[src/rtl/serial_subtractor.sv]
// Bit-serial subtractor: diff = a - b - bin (mod 2^WIDTH), bout = unsigned borrow-out.
// Latency: start accepted at E0, done pulses after edge E(WIDTH); one result per WIDTH+2 cycles.
// Backpressure: none; start is ignored while busy or done, with no queuing.
//
// Ports:
//   clk, rst        : clock, asynchronous active-high reset
//   start, a, b, bin: request and operands, captured only on the accepting edge in IDLE
//   busy            : high while bits are being shifted (SHIFT state)
//   done            : one-cycle pulse, diff/bout valid
//   diff, bout      : registered result, held until the next operation completes
module serial_subtractor #(
  parameter int WIDTH = 8
) (
  input  logic             clk,
  input  logic             rst,
  input  logic             start,
  input  logic [WIDTH-1:0] a,
  input  logic [WIDTH-1:0] b,
  input  logic             bin,
  output logic             busy,
  output logic             done,
  output logic [WIDTH-1:0] diff,
  output logic             bout
);

  // Counter must hold 0..WIDTH inclusive.
  localparam int CW = $clog2(WIDTH + 1);

  typedef enum logic [1:0] {
    IDLE  = 2'd0,
    SHIFT = 2'd1,
    DONE  = 2'd2
  } state_t;

  state_t         state;
  logic [WIDTH-1:0] sa;
  logic [WIDTH-1:0] sb;
  logic [WIDTH-1:0] res;
  logic             br;
  logic [CW-1:0]    cnt;

  // One bit of full subtraction on the current LSBs.
  logic             d;
  logic             br_nx;
  logic [WIDTH-1:0] res_nx;
  logic             last_bit;

  assign d        = sa[0] ^ sb[0] ^ br;
  assign br_nx    = (~sa[0] & sb[0]) | (~(sa[0] ^ sb[0]) & br);
  // Result fills from the MSB downward so that after WIDTH shifts bit 0 is the first computed bit.
  assign res_nx   = (res >> 1) | (WIDTH'(d) << (WIDTH - 1));
  assign last_bit = (cnt == CW'(WIDTH - 1));

  always_ff @(posedge clk or posedge rst) begin
    if (rst) begin
      state <= IDLE;
      sa    <= '0;
      sb    <= '0;
      res   <= '0;
      br    <= 1'b0;
      cnt   <= '0;
      busy  <= 1'b0;
      done  <= 1'b0;
      diff  <= '0;
      bout  <= 1'b0;
    end else begin
      case (state)
        IDLE: begin
          if (start) begin
            sa    <= a;
            sb    <= b;
            br    <= bin;
            res   <= '0;
            cnt   <= '0;
            busy  <= 1'b1;
            state <= SHIFT;
          end
        end
        SHIFT: begin
          sa  <= sa >> 1;
          sb  <= sb >> 1;
          res <= res_nx;
          br  <= br_nx;
          cnt <= cnt + CW'(1);
          // diff is only written here so internal shifting never shows on the output.
          if (last_bit) begin
            diff  <= res_nx;
            bout  <= br_nx;
            busy  <= 1'b0;
            done  <= 1'b1;
            state <= DONE;
          end
        end
        DONE: begin
          done  <= 1'b0;
          state <= IDLE;
        end
        default: begin
          busy  <= 1'b0;
          done  <= 1'b0;
          state <= IDLE;
        end
      endcase
    end
  end

endmodule

[config.mk]
export PLATFORM = sky130hd
export DESIGN_NAME = serial_subtractor
export DESIGN_NICKNAME = d
export VERILOG_FILES = /design/src/rtl/serial_subtractor.sv
export SDC_FILE = /design/constraint.sdc
export NUM_CORES = 1
export LEC_CHECK = 0
export BUFFER_PORTS_ARGS = -buffer_cell sky130_fd_sc_hd__buf_2
export CAP_MARGIN = 20
export CORE_MARGIN = 2
export CORE_UTILIZATION = 50
export DETAILED_ROUTE_END_ITERATION = 6
export PLACE_DENSITY = 0.82
export RECOVER_POWER = 25
export SETUP_SLACK_MARGIN = 0.5
export SYNTH_ARGS = -nofsm -noshare
export SYNTH_HDL_FRONTEND = slang
export SYNTH_SLANG_ARGS = --single-unit
[constraint.sdc]
create_clock -name clk -period 1.5 [get_ports clk]
set_input_delay 0.45 -clock clk [delete_from_list [all_inputs] [get_ports clk]]
set_output_delay 0.45 -clock clk [all_outputs]
set_load 0.05 [all_outputs]
==> results of run 1 <==
-- where the power goes --
part / internal (mW) / switching [mW]
clock: 0.229 / 0.369
sequential: 1.58 / 0.443
combinational: 1.72 / 1.80
-- metal layers --
metal | track usage, % | routed length [µm]
met1 | 34.0 | 2320
met2 | 41.4 | 2840
met3 | 4.82 | 358
met4 | 6.25 | 177
met5 | 0 | 0
-- state kept, by name, summed over array words and instances (netlist names) --
signal,count
sb,8
sa,8
br,1
res,7
state,2
busy,1
cnt,4
diff,8
bout,1
done,1
-- worst min-delay path by stage --
| stage | cells past startpoint | slack (ps) | end | from |
|---|---|---|---|---|
| floorplan | 1 | 430 | br | rst |
| global placement | 2 | 450 | diff[0] | rst |
| finish | 2 | 160 | res[3] | rst |
| CTS | 2 | 80 | diff[1] | rst |
| global route | 2 | 210 | res[3] | rst |
| detailed placement | 2 | 460 | diff[1] | rst |
-- Yosys cell counts --
| cell type | instances | area share [%] |
|---|---|---|
| o21ai_1 | 2 | 0.57 |
| o22ai_1 | 3 | 1.1 |
| a21oi_1 | 2 | 0.57 |
| a41oi_1 | 1 | 0.50 |
| buf_4 | 3 | 1.3 |
| ha_1 | 1 | 0.71 |
| nand3b_4 | 1 | 1.1 |
| nand2_1 | 16 | 3.4 |
| o21ai_0 | 14 | 4.0 |
| nor2b_4 | 1 | 0.78 |
| and2_1 | 3 | 1.1 |
| buf_2 | 4 | 1.1 |
| a31oi_1 | 4 | 1.4 |
| a22o_1 | 10 | 5.0 |
| nand3_1 | 1 | 0.29 |
| o21bai_4 | 1 | 1.1 |
| o31ai_1 | 1 | 0.43 |
| nor2b_1 | 1 | 0.36 |
| nor2_8 | 1 | 1.1 |
| o2bb2ai_1 | 1 | 0.50 |
| nor3b_1 | 1 | 0.43 |
| a22oi_1 | 11 | 4.7 |
| o21a_1 | 1 | 0.43 |
| nand2b_2 | 1 | 0.50 |
| fa_1 | 1 | 1.1 |
| inv_1 | 7 | 1.5 |
| mux2_2 | 5 | 3.2 |
| dfrtp_1 | 41 | 59 |
| a2bb2oi_1 | 1 | 0.50 |
| clkbuf_1 | 1 | 0.21 |
| mux2_1 | 3 | 1.9 |
| and2b_1 | 1 | 0.43 |
-- through the flow --
stage	total power [mW]	utilization, %	hold slack (ps)	setup slack [ps]
finish	6.14	80.2	156	88.2
CTS	5.47	74.4	80.9	112
global placement	3.89	60.5	450	117
floorplan	3.54	-	435	174
global route	6.41	80.2	205	45.0
detailed placement	4.01	60.5	460	66.6
-- worst max-delay path, cell delays in order, from the launching register on --
cell and delay [ps]:
dfrtp_1 570, nand3b_4 180, nor2_4 240, mux2_4 320
-- logic make-up (layout without fill, tap and decap cells) --
logic type                 after synthesis  after routing  synth area share, %
AOI/OAI and AO/OA                       52             52                 20.8
adders and majority gates                2              2                 1.86
buffers and inverters                   15             82                 4.14
DFF                                     41             41                 58.5
muxes                                    8              8                 5.14
and+or+nand+nor                         27             28                 9.57
-- cell type report --
class / instances / share of cell area, %
Clock buffer: 6 / 1.90
Tap cell: 46 / 2.13
Sequential cell: 41 / 38.3
Multi-Input combinational cell: 90 / 33.3
Inverter: 7 / 1.16
Timing Repair Buffer: 67 / 22.7
Clock inverter: 2 / 0.510
-- repair_timing --
action / in CTS / in global routing
setup endpoints to repair: 51 / 52
pin swaps: 29 / 15
buffers inserted: 18 / 9
resized for setup: 66 / 28
cloned: 2 / 0
==> flow_summary_export.csv, run 1 <==
group,metric,value,unit
power_and_ir_drop,p_per_area,2280,nW/µm²
clock_network,clk_pin_slew,130,ps
place,postPlaceCellArea,2030,µm²
clock_network,cts_max_path_buffers,2,
cells_and_area,instances_no_fill,259,
power_and_ir_drop,leakagePower,1.24,nW
timing,max_freq,0.708,GHz
cells_and_area,synthToLayoutAreaGrowth,54.0,%
worst_setup_path,crit_arrival,1660,ps
route,drtAntennaViolNets,0,
clock_network,cts_made_buffers,5,
worst_setup_path,endpoint,"diff[6]",
yosys,syn_area,1750,µm²
timing,rsz0062_at_grt,"yes",
grt,grt_use_total,24.9,%
cells_and_area,fin_area,2700,µm²
route,dr_total_vias,1534,
run_status,status,"finished, final reports clean",
yosys,synth.distinct_cells,32,
worst_setup_path,critPathLaunch,"cnt[2]",
timing,fin_crit,1410,ps
place,gp_congestion,0.770,
die,start_util,52.1,%
worst_setup_path,r2r_cells,3,
clock_network,clock_latency,350,ps
yosys,yosysWarnings,0,
cells_and_area,seq_area,1030,µm²
clock_network,root_buffer,"clkbuf_4",
place,place_hpwl,2530,µm
route,drtPass1Iterations,4,
yosys,synth_nets,167,
worst_setup_path,r2r-start,"cnt[2]",
timing,setup_viol,0,
grt,grt_pass1_vias,1479,
place,post-place-cells,222,
route,viasPerCell,5.92,
yosys,yosysSeqAreaShare,58.5,%
timing,hold_viol_final,0,
worst_setup_path,critPathKind,"reg2reg",
cells_and_area,final_common_cell,"dfrtp_1",
yosys,synth.avg_cell_area,12.1,µm²
power_and_ir_drop,ir_worst_vdd,1190,µV
timing,slew_violations,0,
cells_and_area,final_cell_mix,"35 x dfrtp_1, 29 x buf_6, 19 x buf_2",
yosys,synthCells,145,
timing,worst_slew_pin_slew,731,ps
worst_setup_path,crit_path_end_kind,"register",
worst_setup_path,r2r-end,"diff[6]",
clock_network,cts.sinks,41,
grt,grt_first_pass_wirelength,7610,µm
die,die_y,63.2,µm
place,io_buffers,30,
timing,fin_crit_sh,94.1,%
die,core,3360,µm²
worst_setup_path,crit_required,1750,ps
run,maxCapViolCount,0,
yosys,synth-seq-cells,41,
worst_setup_path,r2r_setup_slack,90,ps
clock_network,cts_tree,"built",
cells_and_area,multi_input_area,900,µm²
cells_and_area,antenna_cells,0,
route,route.detailed.drc,0,
route,drt_wl_total,5690,µm
route,wl_per_cell,22.0,µm
die,die_x,63.2,µm
die,io_pins,31,
grt,grt_max_degree,26,
cells_and_area,fillCellCount,197,
cells_and_area,layout.nets,234,
worst_setup_path,cp-start-kind,"register",
hold_path,min_path_type,"in2async",
timing,skew,11.5,ps
route,drt_iter0_markers,140,
timing,relSlewSlack,51.0,%
clock_network,htreeDepth,2,
timing,tns,0,ps
clock_network,ctsHoldBuffers,0,
die,rows,21,
worst_setup_path,cp_max_fo,6,
die,dieArea,4000,µm²
grt,grt_overflow,0,
cells_and_area,drive_above_1_share,65.3,%
grt,grt_antenna_before_repair,0,
(Power assumes the default switching activity.)
==> run 2, diff against run 1 <==
==> constraint.sdc (replaced) <==
create_clock -name clk -period 1.5 [get_ports clk]
set_input_delay 0.15 -clock clk [delete_from_list [all_inputs] [get_ports clk]]
set_output_delay 0.15 -clock clk [all_outputs]
set_load 0.05 [all_outputs]
==> run 2 against run 1 <==
Critical path depth is 3 higher. Hold slack worse by 140 ps. Register-to-register slack worse by 20 ps. Utilization is 1.7 points lower. Clock skew is 4.6 ps lower. Sequential share of layout area is 0.60 points higher. Global-route usage is 1.7 points higher. Clock-buffer cell count is 1 higher. Critical path type unchanged. Sequential cell count stayed put. Cell area is 2.1% lower.
==> flow_summary_export.csv, run 2 (synthesis gave the netlist of run 1 again) <==
group,metric,value,unit
power_and_ir_drop,ir_worst_vdd,1040,µV
worst_setup_path,slowest_stage,"dfrtp_1",
clock_network,cts_max_path_buffers,2,
timing,hold_ws,11.4,ps
die,io_pins,31,
timing,fin_crit_sh,95.6,%
cells_and_area,synthToLayoutAreaGrowth,50.7,%
cells_and_area,drive_above_1_share,56.2,%
power_and_ir_drop,comb_power_share,55.1,%
cells_and_area,multi_input_area,827,µm²
place,gp_congestion,0.756,
die,core,3360,µm²
clock_network,clock_latency,360,ps
die,start_util,52.1,%
cells_and_area,final_common_cell,"dfrtp_1",
die,die_y,63.2,µm
worst_setup_path,crit_path_end_kind,"register",
grt,grt_overflow,0,
timing,relSlewSlack,40.1,%
power_and_ir_drop,power_frac_seq,32.2,%
worst_setup_path,path_cells,"ha_4 > buf_4 > buf_6 > nor3b_2 > a21oi_1 > o21ai_1",
route,dr_total_vias,1517,
route,drt_wl_total,5130,µm
route,drtPass1Iterations,4,
die,dieArea,4000,µm²
clock_network,root_buffer,"clkbuf_4",
power_and_ir_drop,power.net_switching,2.47,mW
grt,grt_first_pass_wirelength,7980,µm
cells_and_area,layout.nets,238,
cells_and_area,seq_area,1030,µm²
route,route.detailed.drc,0,
power_and_ir_drop,internal_power,3.64,mW
route,drtAntennaViolNets,0,
worst_setup_path,r2r_cells,6,
worst_setup_path,crit_family,"flip-flops",
route,wl_per_cell,19.5,µm
cells_and_area,fin_util,78.5,%
grt,grt_antenna_before_repair,0,
worst_setup_path,critPathKind,"reg2reg",
clock_network,clk_pin_slew,120,ps
die,die_x,63.2,µm
worst_setup_path,crit_arrival,1680,ps
cells_and_area,antenna_cells,0,
clock_network,cts_made_buffers,5,
die,rows,21,
timing,fin_crit,1430,ps
timing,worst_slew_pin_slew,898,ps
hold_path,min_path_type,"in2reg",
timing,skew,6.85,ps
timing,slew_violations,0,
grt,grt_max_degree,42,
clock_network,cts_tree,"built",
grt,grt_pass1_vias,1556,
worst_setup_path,r2r-end,"cnt[2]",
timing,setup_viol,0,
power_and_ir_drop,clkPwrFrac,12.7,%
route,viasPerCell,5.77,
worst_setup_path,cp-start-kind,"register",
grt,grt_use_total,26.6,%
worst_setup_path,worstSetupPathDepth,6,
worst_setup_path,cp_max_fo,2,
run,maxCapViolCount,0,
cells_and_area,fillCellCount,214,
place,place_hpwl,2420,µm
power_and_ir_drop,total_power,6.11,mW
timing,hold_viol_final,0,
worst_setup_path,endpoint,"cnt[2]",
timing,tns,0,ps
cells_and_area,reg.largest.list,"diff (8), sa (8), sb (8)",
route,drt_iter0_markers,64,
place,io_buffers,30,
worst_setup_path,path_buf_inv,2,
worst_setup_path,crit_required,1750,ps
power_and_ir_drop,p_sw_share,40.5,%
clock_network,cts.sinks,41,
timing,rsz0062_at_grt,"yes",
power_and_ir_drop,leakagePower,1.24,nW
worst_setup_path,r2r-start,"cnt[0]",
cells_and_area,final_cell_mix,"40 x dfrtp_1, 23 x buf_6, 23 x buf_4",
worst_setup_path,max_stage_delay,450,ps
worst_setup_path,r2r_setup_slack,70,ps
clock_network,htreeDepth,2,
timing,max_freq,0.697,GHz
power_and_ir_drop,p_per_area,2310,nW/µm²
worst_setup_path,critPathLaunch,"cnt[0]",
run_status,status,"finished, final reports clean",
[run 2: what timing repair did]
item,4_1_cts,5_1_grt
setup endpoints to repair,51,52
resized for setup,57,21
hold buffers,1,1
buffers inserted,19,10
gates cloned,2,0
pin swaps,22,13
hold endpoints to repair,41,1
[run 2: metrics by stage]
step	cell area [µm²]	setup WS (ps)	std cells
final	2640	65.4	263
after floorplan	1800	174	145
after detailed placement	2000	39.4	222
after global placement	2000	122	222
after global routing	2640	47.1	263
after CTS	2470	180	252
[run 2: cell type report]
class                      count  area share [%]
clock buffer                   7            2.08
sequential                    41            38.9
inverter                       7            1.47
multi-input combinational     90            31.3
timing repair buffer          71            22.9
tap                           46            2.18
clock inverter                 1            1.14
[run 2: worst min-delay path by stage]
stage / endpoint / cells after the start / slack (ps) / startpoint
after floorplan: bout / 1 / 140 / rst
after global placement: diff[0] / 3 / 310 / rst
after detailed placement: diff[0] / 3 / 320 / rst
after CTS: sb[7] / 2 / 3 / b[7]
after global routing: sb[7] / 2 / 20 / b[7]
final: sb[7] / 2 / 10 / b[7]
[run 2: metal layers]
| metal | wire [µm] | GRT usage [%] |
|---|---|---|
| met5 | 0 | 0 |
| met4 | 246 | 17.4 |
| met3 | 276 | 6.07 |
| met2 | 2560 | 42.7 |
| met1 | 2050 | 32.4 |
[run 2: power groups by stage]
stage | Clock, mW | Combinational (mW) | Sequential [mW]
2_1_floorplan | 0 | 1.23 | 2.29
3_3_place_gp | 0 | 2.00 | 1.88
3_5_place_dp | 0 | 2.06 | 1.92
4_1_cts | 0.758 | 2.84 | 1.93
5_1_grt | 0.820 | 3.59 | 2.02
6_report | 0.774 | 3.37 | 1.97
[run 2: worst register-to-register path, delay by kind of cell (launching register included)]
kind                     cells  cell delay, ps
AND/OR/NAND/NOR              1             160
buffers and inverters        2             240
AO/OA/AOI/OAI                2             280
adder cells (fa/ha/maj)      1             200
flip-flops                   1             450
